`config.mk`:
```
export PLATFORM = sky130hd
export DESIGN_NAME = mem_arbiter_flat
export DESIGN_NICKNAME = d
export VERILOG_FILES = /design/src/rtl/mem_arbiter_if.sv /design/src/rtl/mem_arbiter.sv /design/src/flat_wrapper.sv
export SDC_FILE = /design/constraint.sdc
export NUM_CORES = 1
export LEC_CHECK = 0
export ABC_AREA = 1
export BUFFER_PORTS_ARGS = -buffer_cell sky130_fd_sc_hd__buf_2
export CORE_MARGIN = 2
export CORE_UTILIZATION = 29
export CTS_CLUSTER_DIAMETER = 120
export DETAILED_ROUTE_END_ITERATION = 10
export GPL_TIMING_DRIVEN = 0
export PLACE_DENSITY = 0.78
export SKIP_LAST_GASP = 1
export SYNTH_ARGS = -nofsm -noshare
export SYNTH_HDL_FRONTEND = slang
export SYNTH_SLANG_ARGS = --single-unit
```
`constraint.sdc`:
```
create_clock -name clk -period 1.5 [get_ports clk]
set_clock_uncertainty 0.2 [all_clocks]
set_input_delay 0.15 -clock clk [delete_from_list [all_inputs] [get_ports clk]]
set_output_delay 0.15 -clock clk [all_outputs]
set_load 0.02 [all_outputs]
```
`src/rtl/mem_arbiter_if.sv`:
```
// Bus bundle between the CPU/DMA requesters, the arbiter and the data memory.
// slave = arbiter side, master = requester/memory side.
interface mem_arbiter_if #(
  parameter int AW = 16,
  parameter int DW = 16
);
  logic          cpu_req;
  logic          cpu_we;
  logic [AW-1:0] cpu_addr;
  logic [DW-1:0] cpu_wdata;
  logic          cpu_gnt;
  logic          cpu_stall;
  logic          cpu_rvalid;
  logic [DW-1:0] cpu_rdata;
  logic          dma_req;
  logic          dma_we;
  logic [AW-1:0] dma_addr;
  logic [DW-1:0] dma_wdata;
  logic          dma_gnt;
  logic          dma_rvalid;
  logic [DW-1:0] dma_rdata;
  logic          mem_en;
  logic          mem_we;
  logic [AW-1:0] mem_addr;
  logic [DW-1:0] mem_wdata;
  logic [DW-1:0] mem_rdata;

  modport slave (
    input  cpu_req, cpu_we, cpu_addr, cpu_wdata,
    output cpu_gnt, cpu_stall, cpu_rvalid, cpu_rdata,
    input  dma_req, dma_we, dma_addr, dma_wdata,
    output dma_gnt, dma_rvalid, dma_rdata,
    output mem_en, mem_we, mem_addr, mem_wdata,
    input  mem_rdata
  );

  modport master (
    output cpu_req, cpu_we, cpu_addr, cpu_wdata,
    input  cpu_gnt, cpu_stall, cpu_rvalid, cpu_rdata,
    output dma_req, dma_we, dma_addr, dma_wdata,
    input  dma_gnt, dma_rvalid, dma_rdata,
    input  mem_en, mem_we, mem_addr, mem_wdata,
    output mem_rdata
  );
endinterface

```
`src/rtl/mem_arbiter.sv`:
```
// CPU/DMA arbiter for the single-ported data memory.
// CPU has priority; a saturating wait counter guarantees DMA progress.
module mem_arbiter #(
  parameter int          AW       = 16,
  parameter int          DW       = 16,
  parameter int unsigned MAX_WAIT = 4
) (
  input logic         clk,
  input logic         rst,
  mem_arbiter_if.slave bus
);
  typedef enum logic {NORMAL, URGENT} prio_e;

  localparam logic [3:0] WMAX = 4'(MAX_WAIT);

  prio_e         state;
  logic [3:0]    wait_cnt;
  logic [3:0]    wait_nxt;
  logic          rd_q;
  logic          own_q;
  logic          rd_nxt;
  logic          own_nxt;
  logic          cg;
  logic          dg;
  logic          m_we;
  logic [AW-1:0] m_addr;
  logic [DW-1:0] m_wdata;

  // priority state is decoded from the saturated wait counter
  always_comb begin
    state = NORMAL;
    if (wait_cnt == WMAX) state = URGENT;
  end

  // grants, memory mux and next register values
  always_comb begin
    dg      = 1'b0;
    cg      = 1'b0;
    m_we    = 1'b0;
    m_addr  = '0;
    m_wdata = '0;
    if (rst) begin
      dg = bus.dma_req & (~bus.cpu_req | (state == URGENT));
      cg = bus.cpu_req & ~dg;
    end
    unique case (1'b1)
      dg: begin
        m_we    = bus.dma_we;
        m_addr  = bus.dma_addr;
        m_wdata = bus.dma_wdata;
      end
      cg: begin
        m_we    = bus.cpu_we;
        m_addr  = bus.cpu_addr;
        m_wdata = bus.cpu_wdata;
      end
      default: ;
    endcase
    wait_nxt = wait_cnt;
    if (~bus.dma_req | dg) wait_nxt = 4'd0;
    else if (wait_cnt != WMAX) wait_nxt = wait_cnt + 4'd1;
    rd_nxt  = (cg & ~bus.cpu_we) | (dg & ~bus.dma_we);
    own_nxt = rd_nxt ? dg : own_q;
  end

  // wait counter and read-return tracking
  always_ff @(posedge clk or negedge rst) begin
    if (!rst) begin
      wait_cnt <= 4'd0;
      rd_q     <= 1'b0;
      own_q    <= 1'b0;
    end else begin
      wait_cnt <= wait_nxt;
      rd_q     <= rd_nxt;
      own_q    <= own_nxt;
    end
  end

  assign bus.cpu_gnt    = cg;
  assign bus.dma_gnt    = dg;
  assign bus.cpu_stall  = bus.cpu_req & ~cg;
  assign bus.mem_en     = cg | dg;
  assign bus.mem_we     = m_we;
  assign bus.mem_addr   = m_addr;
  assign bus.mem_wdata  = m_wdata;
  assign bus.cpu_rvalid = rd_q & ~own_q;
  assign bus.dma_rvalid = rd_q & own_q;
  assign bus.cpu_rdata  = bus.mem_rdata;
  assign bus.dma_rdata  = bus.mem_rdata;
endmodule

```
`src/flat_wrapper.sv`:
```
// flat-port wrapper written by rule: the top's interface ports become plain ports
module mem_arbiter_flat 
#(
  parameter int          AW       = 16,
  parameter int          DW       = 16,
  parameter int unsigned MAX_WAIT = 4
)
  (clk, rst, bus_cpu_req, bus_cpu_we, bus_cpu_addr, bus_cpu_wdata, bus_cpu_gnt, bus_cpu_stall, bus_cpu_rvalid, bus_cpu_rdata, bus_dma_req, bus_dma_we, bus_dma_addr, bus_dma_wdata, bus_dma_gnt, bus_dma_rvalid, bus_dma_rdata, bus_mem_en, bus_mem_we, bus_mem_addr, bus_mem_wdata, bus_mem_rdata);
  mem_arbiter_if #(.AW(AW), .DW(DW)) bus_i ();
  input logic clk;
  input logic rst;
  input wire logic [$bits(bus_i.cpu_req)-1:0] bus_cpu_req;
  input wire logic [$bits(bus_i.cpu_we)-1:0] bus_cpu_we;
  input wire logic [$bits(bus_i.cpu_addr)-1:0] bus_cpu_addr;
  input wire logic [$bits(bus_i.cpu_wdata)-1:0] bus_cpu_wdata;
  output wire logic [$bits(bus_i.cpu_gnt)-1:0] bus_cpu_gnt;
  output wire logic [$bits(bus_i.cpu_stall)-1:0] bus_cpu_stall;
  output wire logic [$bits(bus_i.cpu_rvalid)-1:0] bus_cpu_rvalid;
  output wire logic [$bits(bus_i.cpu_rdata)-1:0] bus_cpu_rdata;
  input wire logic [$bits(bus_i.dma_req)-1:0] bus_dma_req;
  input wire logic [$bits(bus_i.dma_we)-1:0] bus_dma_we;
  input wire logic [$bits(bus_i.dma_addr)-1:0] bus_dma_addr;
  input wire logic [$bits(bus_i.dma_wdata)-1:0] bus_dma_wdata;
  output wire logic [$bits(bus_i.dma_gnt)-1:0] bus_dma_gnt;
  output wire logic [$bits(bus_i.dma_rvalid)-1:0] bus_dma_rvalid;
  output wire logic [$bits(bus_i.dma_rdata)-1:0] bus_dma_rdata;
  output wire logic [$bits(bus_i.mem_en)-1:0] bus_mem_en;
  output wire logic [$bits(bus_i.mem_we)-1:0] bus_mem_we;
  output wire logic [$bits(bus_i.mem_addr)-1:0] bus_mem_addr;
  output wire logic [$bits(bus_i.mem_wdata)-1:0] bus_mem_wdata;
  input wire logic [$bits(bus_i.mem_rdata)-1:0] bus_mem_rdata;
  assign bus_i.cpu_req = bus_cpu_req;
  assign bus_i.cpu_we = bus_cpu_we;
  assign bus_i.cpu_addr = bus_cpu_addr;
  assign bus_i.cpu_wdata = bus_cpu_wdata;
  assign bus_cpu_gnt = bus_i.cpu_gnt;
  assign bus_cpu_stall = bus_i.cpu_stall;
  assign bus_cpu_rvalid = bus_i.cpu_rvalid;
  assign bus_cpu_rdata = bus_i.cpu_rdata;
  assign bus_i.dma_req = bus_dma_req;
  assign bus_i.dma_we = bus_dma_we;
  assign bus_i.dma_addr = bus_dma_addr;
  assign bus_i.dma_wdata = bus_dma_wdata;
  assign bus_dma_gnt = bus_i.dma_gnt;
  assign bus_dma_rvalid = bus_i.dma_rvalid;
  assign bus_dma_rdata = bus_i.dma_rdata;
  assign bus_mem_en = bus_i.mem_en;
  assign bus_mem_we = bus_i.mem_we;
  assign bus_mem_addr = bus_i.mem_addr;
  assign bus_mem_wdata = bus_i.mem_wdata;
  assign bus_i.mem_rdata = bus_mem_rdata;
  mem_arbiter #(.AW(AW), .DW(DW), .MAX_WAIT(MAX_WAIT)) u_core (.clk(clk), .rst(rst), .bus(bus_i));
endmodule
```
==> impl_metrics.ini, run 1 <==
[timing]
setup_tns_ps = -17860
finalHoldViolCount = 0
layout_setup_ws_ps = -508
clock.fmax_mhz = 498
setup_viol = 41
tightest_slew_ps = 286
fin_crit_sh_pct = 134
slew_violations = 0
max_slew_margin_pct = 80.9
rsz0062_at_grt = yes
period_minus_slack_ps = 2010

[floorplanning]
io_pins = 157
die_y_um = 68.5
fp.dieW_um = 68.5
core_um2 = 4000
initial_core_util_pct = 30.1
fp-row-count = 23
die_area_um2 = 4690

[yosys]
syn_nets = 273
seq_area_frac_synth_pct = 12.5
syn_avg_cell_area_um2 = 6.51
synth_cell_types = 22
synth-seq-cells = 6
ys_warn_count = 0
synthesis.area_um2 = 1200
syn_inst = 185

[cells_and_area]
final_layout_size_suffix_gt1_share_pct = 86.2
utilization_pct = 67.7
finalNetCount = 438
area_growth_pct = 125
layout_commonest_cell = buf_2
fill_cells = 324
antenna_cells = 0
layout_common_cells = buf_2, buf_4, nand2_2

[worst_setup_path]
slowest_delay_ps = 400
path_cells = inv_2, ha_4, nand3_4, nand2_4, nand2_4, nand2_4, inv_8, buf_12, nand2_4, nand2_4, buf_4
arrival_ps = 1660
critPathBufInv = 4
crit_fanout = 10
required_ps = 1150
crit_family = buffers and inverters
path_class = reg -> out
startpoint_type = register
cp-end-kind = primary output
slowest_stage = dfrtp_1
crit_top_cell = nand2_4

[grt]
grt_max_degree = 11
grt_pass1_vias = 1305
grt_first_pass_wirelength_mm = 5.27
track_usage_pct = 14.5
globalRouteOverflowTotal = 0
antenna_found_initial = 0

[detailed_routing]
wl_per_cell_um = 11.3
vias_per_cell = 4.26
routed_wl_mm = 4.49
vias = 1696
drt_iter0_drc = 13
dr.pass1.iters = 3
ant_nets = 0
drcViolationCount = 0

[worst_hold_path]
hold_path_class = in -> reg

[power]
p_leak_uw = 0.00161
finalPower_uw = 1340
worst_ir_drop_vdd_uv = 560
power_density_nw_per_um2 = 494

[place]
dp_hpwl_mm = 3.19
portBuffers = 140
gp_congestion = 0.654

[status]
status = finished, violations left
failed_checks = negative setup slack

[flow_run]
maxCapViolCount = 0

[clocking]
cts_tree = done
clkSinkCount = 6
cts_root_buffer = clkbuf_8
numCtsBuffers = 3
clock_latency_ps = 220
clk_path_buf_depth = 2
clk_pin_slew_ps = 30
h-tree-depth = 1
## cell type report
class                           count  area (um^2)  share of cell area [%]
Buffer                             38          350                    12.9
Timing Repair Buffer              160         1060                    39.3
Inverter                           13         68.8                    2.54
Multi-Input combinational cell    128          971                    35.9
Sequential cell                     6          150                    5.55
Tap cell                           50         62.6                    2.31
Clock buffer                        3         41.3                    1.53
## path summary, 6_finish.rpt
check                                   start                 end  slack, ps  cells after the start
max                        u_core.wait_cnt[0]    bus_mem_addr[10]       -510                     11
min                                bus_cpu_we         u_core.rd_q         30                      4
max reg2reg                u_core.wait_cnt[0]  u_core.wait_cnt[0]        -70                      8
min reg2reg                      u_core.own_q        u_core.own_q        390                      4
max in group asynchronous                 rst  u_core.wait_cnt[0]        650                      2
min in group asynchronous                 rst  u_core.wait_cnt[2]        230                      2
## cells by family after synthesis
group,share of synthesized area (%)
and+or+nand+nor,49.6
adders and majority gates,2.08
DFF,12.5
xor gates and xnor gates,1.45
AOI/OAI and AO/OA,1.66
buffers and inverters,32.7
## registers in the layout, indices dropped and copies added, names as in the netlist
name and flops:
u_core.wait_cnt 4, u_core.own_q 1, u_core.rd_q 1
## timing repair
action	CTS	global route
hold buffers	1	0
gates resized for setup	44	39
pin swaps	4	5
hold endpoints to repair	6	0
endpoints found under the setup margin	37	41
setup buffers	9	8
cloned	0	3
## stage by stage
step / hold WS, ps / instances / area [um^2] / worst slack, ps
6_report: 32.0 / 398 / 2710 / -508
5_1_grt: 62.3 / 398 / 2710 / -566
4_1_cts: 32.8 / 388 / 2440 / -485
3_5_place_dp: -188 / 375 / 2190 / -357
3_3_place_gp: -192 / 375 / 2190 / -331
2_1_floorplan: -346 / 185 / 1430 / -132
## worst min-delay path, stage by stage
cell	delay (ps)
buf_2	70
inv_1	40
nand3_1	90
nand2_1	50
## where the power goes
part / switching (uW) / internal (uW) / leakage [uW]
combinational: 448 / 449 / 0.00151
clock: 65.0 / 172 / 0.0000216
sequential: 19.0 / 182 / 0.0000790
## cell usage after synthesis
cell type   n  share of area [%]
buf_12      3                5.0
buf_6       2                1.9
inv_2       1               0.31
nand2_4     2                1.9
xor2_1      1               0.73
xnor2_1     1               0.73
inv_6       1               0.73
nand3_4     2                2.9
nor2_2      1               0.52
inv_4       1               0.52
o21ai_0     2               0.83
dfrtp_1     6                 12
inv_1      10                3.1
buf_8       1                1.2
ha_1        2                2.1
nor2_1      4                1.2
nand4_1     2                1.0
a21oi_1     2               0.83
nand2_2    38                 20
buf_4      32                 20
nand3_1     2               0.83
nand2_1    69                 21
## routing by layer
metal / vias up / global-route usage [%] / wire [um]
li1: 847 / - / -
met1: 755 / 15.7 / 1370
met2: 90 / 28.7 / 2610
met3: 4 / 2.63 / 463
met4: 0 / 3.00 / 38
met5: - / 0 / 0
Power figures use the tool's default switching activity.
==> run 2: changes to the inputs <==
RECOVER_POWER = 25   (was default)
==> impl_metrics.ini, run 2 (synthesized netlist as in run 1, its figures left out) <==
[place]
dp_hpwl_mm = 3.19
portBuffers = 140
dpl_cell_area_um2 = 2190
gp_congestion = 0.654

[floorplanning]
initial_core_util_pct = 30.1
io_pins = 157
fp-row-count = 23
die_area_um2 = 4690
die_y_um = 68.5
core_um2 = 4000
fp.dieW_um = 68.5

[worst_hold_path]
hold_depth = 4
hold_end = u_core.rd_q
min-delay-start = bus_cpu_we
hold_path_class = in -> reg

[timing]
slew_violations = 0
finalHoldViolCount = 0
rsz0062_at_grt = yes
layout_setup_ws_ps = -508
period_minus_slack_ps = 2010
setup_viol = 41
clock.fmax_mhz = 498
fin_crit_sh_pct = 134
setup_tns_ps = -17860
tightest_slew_ps = 286
max_slew_margin_pct = 80.9

[cells_and_area]
final_layout_size_suffix_gt1_share_pct = 83.3
largest_register = u_core.wait_cnt
layout_commonest_cell = buf_2
fill_cells = 330
largest_reg_flops = 4
area.sequential_um2 = 150
fin_area_um2 = 2690
antenna_cells = 0
top_regs = u_core.wait_cnt (4), u_core.own_q (1), u_core.rd_q (1)
finalNetCount = 438
area_growth_pct = 124
layout_common_cells = buf_2, buf_4, nand2_2
multi_input_area_um2 = 971

[clocking]
cts_root_buffer = clkbuf_8
h-tree-depth = 1
clock_latency_ps = 220
clkSinkCount = 6
cts_tree = done
clk_pin_slew_ps = 30
clk_path_buf_depth = 2
numCtsBuffers = 3

[detailed_routing]
vias = 1696
wl_per_cell_um = 11.3
vias_per_cell = 4.26
routed_wl_mm = 4.49
drcViolationCount = 0
ant_nets = 0
drt_iter0_drc = 13
dr.pass1.iters = 3

[grt]
grt_pass1_vias = 1305
track_usage_pct = 14.5
antenna_found_initial = 0
globalRouteOverflowTotal = 0
grt_max_degree = 11
grt_first_pass_wirelength_mm = 5.27

[flow_run]
maxCapViolCount = 0

[worst_setup_path]
crit_fanout = 10
crit_top_cell = nand2_4
r2r.worst_path.cells = 8
crit_family = buffers and inverters
ff2ff_setup_slack_ps = -70
startpoint_type = register
reg2reg_to = u_core.wait_cnt[0]
critPathBufInv = 4
path_cells = inv_2, ha_4, nand3_4, nand2_4, nand2_4, nand2_4, inv_8, buf_12, nand2_4, nand2_4, buf_4
arrival_ps = 1660
worstReg2RegStart = u_core.wait_cnt[0]
slowest_stage = dfrtp_1
cp-end-kind = primary output
required_ps = 1150
slowest_delay_ps = 400
path_class = reg -> out

[status]
status = finished, violations left
failed_checks = negative setup slack

[power]
worst_ir_drop_vdd_uv = 558
power_density_nw_per_um2 = 495
p_leak_uw = 0.00158
==> run 2: cell count changes in the layout (fill, tap and decap cells not counted) <==
cell	change
buf_2	-10
clkbuf_1	+10
==> run 2: power breakdown <==
| part | switching [uW] | internal, uW | total [uW] |
|---|---|---|---|
| registers | 19.0 | 182 | 201 |
| logic | 449 | 446 | 894 |
| clock network | 65.0 | 172 | 237 |
| total | 533 | 800 | 1330 |
==> run 2: how the worst max path moves through the flow <==
stage / slack [ps] / cells past startpoint / from / endpoint
final: -510 / 11 / u_core.wait_cnt[0] / bus_mem_addr[10]
after global routing: -570 / 11 / u_core.wait_cnt[0] / bus_mem_wdata[8]
after CTS: -490 / 11 / u_core.wait_cnt[0] / bus_mem_wdata[13]
after detailed placement: -360 / 11 / u_core.wait_cnt[1] / bus_mem_wdata[13]
after global placement: -330 / 11 / u_core.wait_cnt[1] / bus_mem_wdata[15]
after floorplan: -130 / 9 / u_core.wait_cnt[1] / bus_mem_addr[10]
==> run 2: layer usage <==
layer | up-vias | wire [um] | track usage (%)
met5 | - | 0 | 0
met2 | 90 | 2610 | 28.7
met4 | 0 | 38 | 3.00
li1 | 847 | - | -
met1 | 755 | 1380 | 15.7
met3 | 4 | 460 | 2.63
==> run 2: worst reg2reg max path: cells and delay by family, from the launching register on <==
kind          cells  cell delay (ps)
fa+ha+maj         1              150
buf+inv           2              240
flops             1              400
simple gates      5              470
==> run 2: final cells by class <==
cell class              instances  area share, %
flip-flops and latches          6           5.57
well taps                      50           2.32
inverters                      13           2.55
multi-input cells             128           36.0
repair buffers                160           39.0
plain buffers                  38           13.0
clock buffers                   3           1.53
==> run 2: through the flow <==
stage	util, %	power, uW	hold WS (ps)	cells	worst slack (ps)
finish	67.3	1330	32.0	398	-508
global route	67.3	1420	62.3	398	-566
CTS	60.9	1240	32.8	388	-485
detailed placement	54.8	910	-188	375	-357
global placement	54.8	897	-192	375	-331
floorplan	-	670	-346	185	-132
==> run 2: repair_timing <==
| item | CTS | global route |
|---|---|---|
| pin swaps | 4 | 5 |
| endpoints found under the setup margin | 37 | 41 |
| hold buffers | 1 | 0 |
| gates resized for setup | 44 | 39 |
| endpoints found under the hold margin | 6 | 0 |
| buffers inserted | 9 | 8 |
| cloned | 0 | 3 |
==> run 3: changes to the inputs <==
==> constraint.sdc (replaced) <==
create_clock -name clk -period 1.5 [get_ports clk]
set_clock_uncertainty 0.2 [all_clocks]
set_input_delay 0.3 -clock clk [delete_from_list [all_inputs] [get_ports clk]]
set_output_delay 0.3 -clock clk [all_outputs]
set_load 0.02 [all_outputs]
==> impl_metrics.ini, run 3 (synthesized netlist as in run 1, its figures left out) <==
[status]
status = finished, violations left
failed_checks = negative setup slack

[cells_and_area]
antenna_cells = 0
area_growth_pct = 115
final_layout_size_suffix_gt1_share_pct = 83.9
top_regs = u_core.wait_cnt (4), u_core.own_q (1), u_core.rd_q (1)
finalNetCount = 432
fill_cells = 352
largest_register = u_core.wait_cnt
layout_commonest_cell = buf_2
layout_common_cells = buf_2, buf_4, nand2_2
multi_input_area_um2 = 945
largest_reg_flops = 4
area.sequential_um2 = 150

[detailed_routing]
routed_wl_mm = 4.43
vias_per_cell = 4.19
drcViolationCount = 0
ant_nets = 0
wl_per_cell_um = 11.3
vias = 1643
drt_iter0_drc = 15
dr.pass1.iters = 4

[worst_setup_path]
path_cells = inv_2, ha_4, nand3_4, nand2_4, nand3_4, clkinv_8, clkbuf_16, nand2_2, nand2_4, buf_4
cp-end-kind = primary output
required_ps = 1000
startpoint_type = register
crit_family = buffers and inverters
critPathBufInv = 4
path_class = reg -> out
slowest_delay_ps = 400
arrival_ps = 1660
crit_fanout = 8
slowest_stage = dfrtp_1

[power]
finalPower_uw = 1300
p_leak_uw = 0.00149
worst_ir_drop_vdd_uv = 414
power_density_nw_per_um2 = 500

[floorplanning]
fp.dieW_um = 68.5
die_area_um2 = 4690
io_pins = 157
initial_core_util_pct = 30.1
core_um2 = 4000
fp-row-count = 23
die_y_um = 68.5

[timing]
finalHoldViolCount = 0
fin_crit_sh_pct = 144
tightest_slew_ps = 279
period_minus_slack_ps = 2160
rsz0062_at_grt = yes
setup_viol = 41
clock.fmax_mhz = 463
max_slew_margin_pct = 81.3
slew_violations = 0
layout_setup_ws_ps = -658
setup_tns_ps = -23170

[clocking]
clkSinkCount = 6
cts_tree = done
clock_latency_ps = 220
numCtsBuffers = 3
clk_path_buf_depth = 2
cts_root_buffer = clkbuf_8
h-tree-depth = 1
clk_pin_slew_ps = 40

[place]
dp_hpwl_mm = 3.30
gp_congestion = 0.686
portBuffers = 140

[grt]
track_usage_pct = 15.3
globalRouteOverflowTotal = 0
grt_first_pass_wirelength_mm = 5.52
antenna_found_initial = 0
grt_max_degree = 11
grt_pass1_vias = 1411

[worst_hold_path]
hold_path_class = in -> reg

[flow_run]
maxCapViolCount = 0
==> run 3: changes by cell type in the layout (fill, tap and decap cells not counted), sizes merged <==
| cell | change |
|---|---|
| buf | -5 |
| clkbuf | -1 |
==> run 3: where the power goes <==
group	internal, uW	leakage [uW]	switching (uW)
sequential	182	0.0000790	19.7
combinational	420	0.00139	436
clock	172	0.0000216	64.5
==> run 3: final cells by class <==
cell class	count	area share, %
inverters	13	2.56
repair buffers	154	37.2
plain buffers	38	13.9
multi-input cells	128	36.5
flip-flops and latches	6	5.80
clock buffers	3	1.59
well taps	50	2.42
==> run 3: timing repair <==
| action | 4_1_cts | 5_1_grt |
|---|---|---|
| buffers inserted | 9 | 2 |
| hold buffers | 1 | 0 |
| cloned | 0 | 2 |
| endpoints found under the setup margin | 37 | 41 |
| resized for setup | 49 | 25 |
| endpoints found under the hold margin | 6 | 0 |
| pin swaps | 4 | 4 |
==> run 3: final timing paths <==
kind                            cells past startpoint  slack [ps]                  to               start
worst max register to register                      8         -70  u_core.wait_cnt[3]  u_core.wait_cnt[1]
worst min-delay path                                4         190         u_core.rd_q          bus_cpu_we
worst min register to register                      4         370        u_core.own_q        u_core.own_q
max in group asynchronous                           2         510  u_core.wait_cnt[1]                 rst
worst max-delay path                               10        -660    bus_mem_addr[12]  u_core.wait_cnt[1]
min in group asynchronous                           2         370  u_core.wait_cnt[2]                 rst
==> run 3: per-layer routing <==
metal	share of wire, %	track usage (%)	up-vias
met5	0	0	-
met2	58	30.6	86
li1	-	-	836
met1	32	16.6	719
met3	9.0	1.64	2
met4	0.52	3.75	0
==> run 3: worst min-delay path, cell delays in order <==
cell and delay, ps:
buf_2 80, inv_1 50, nand3_1 100, nand2_1 50
==> run 3: stage by stage <==
stage,util [%],hold WS (ps),setup slack (ps),instance area (um^2),cells
floorplan,-,-196,-282,1430,185
global placement,54.8,-42.4,-483,2190,375
detailed placement,54.8,-36.1,-515,2190,375
global route,64.7,205,-737,2590,392
finish,64.7,195,-658,2590,392
CTS,61.2,180,-647,2450,388
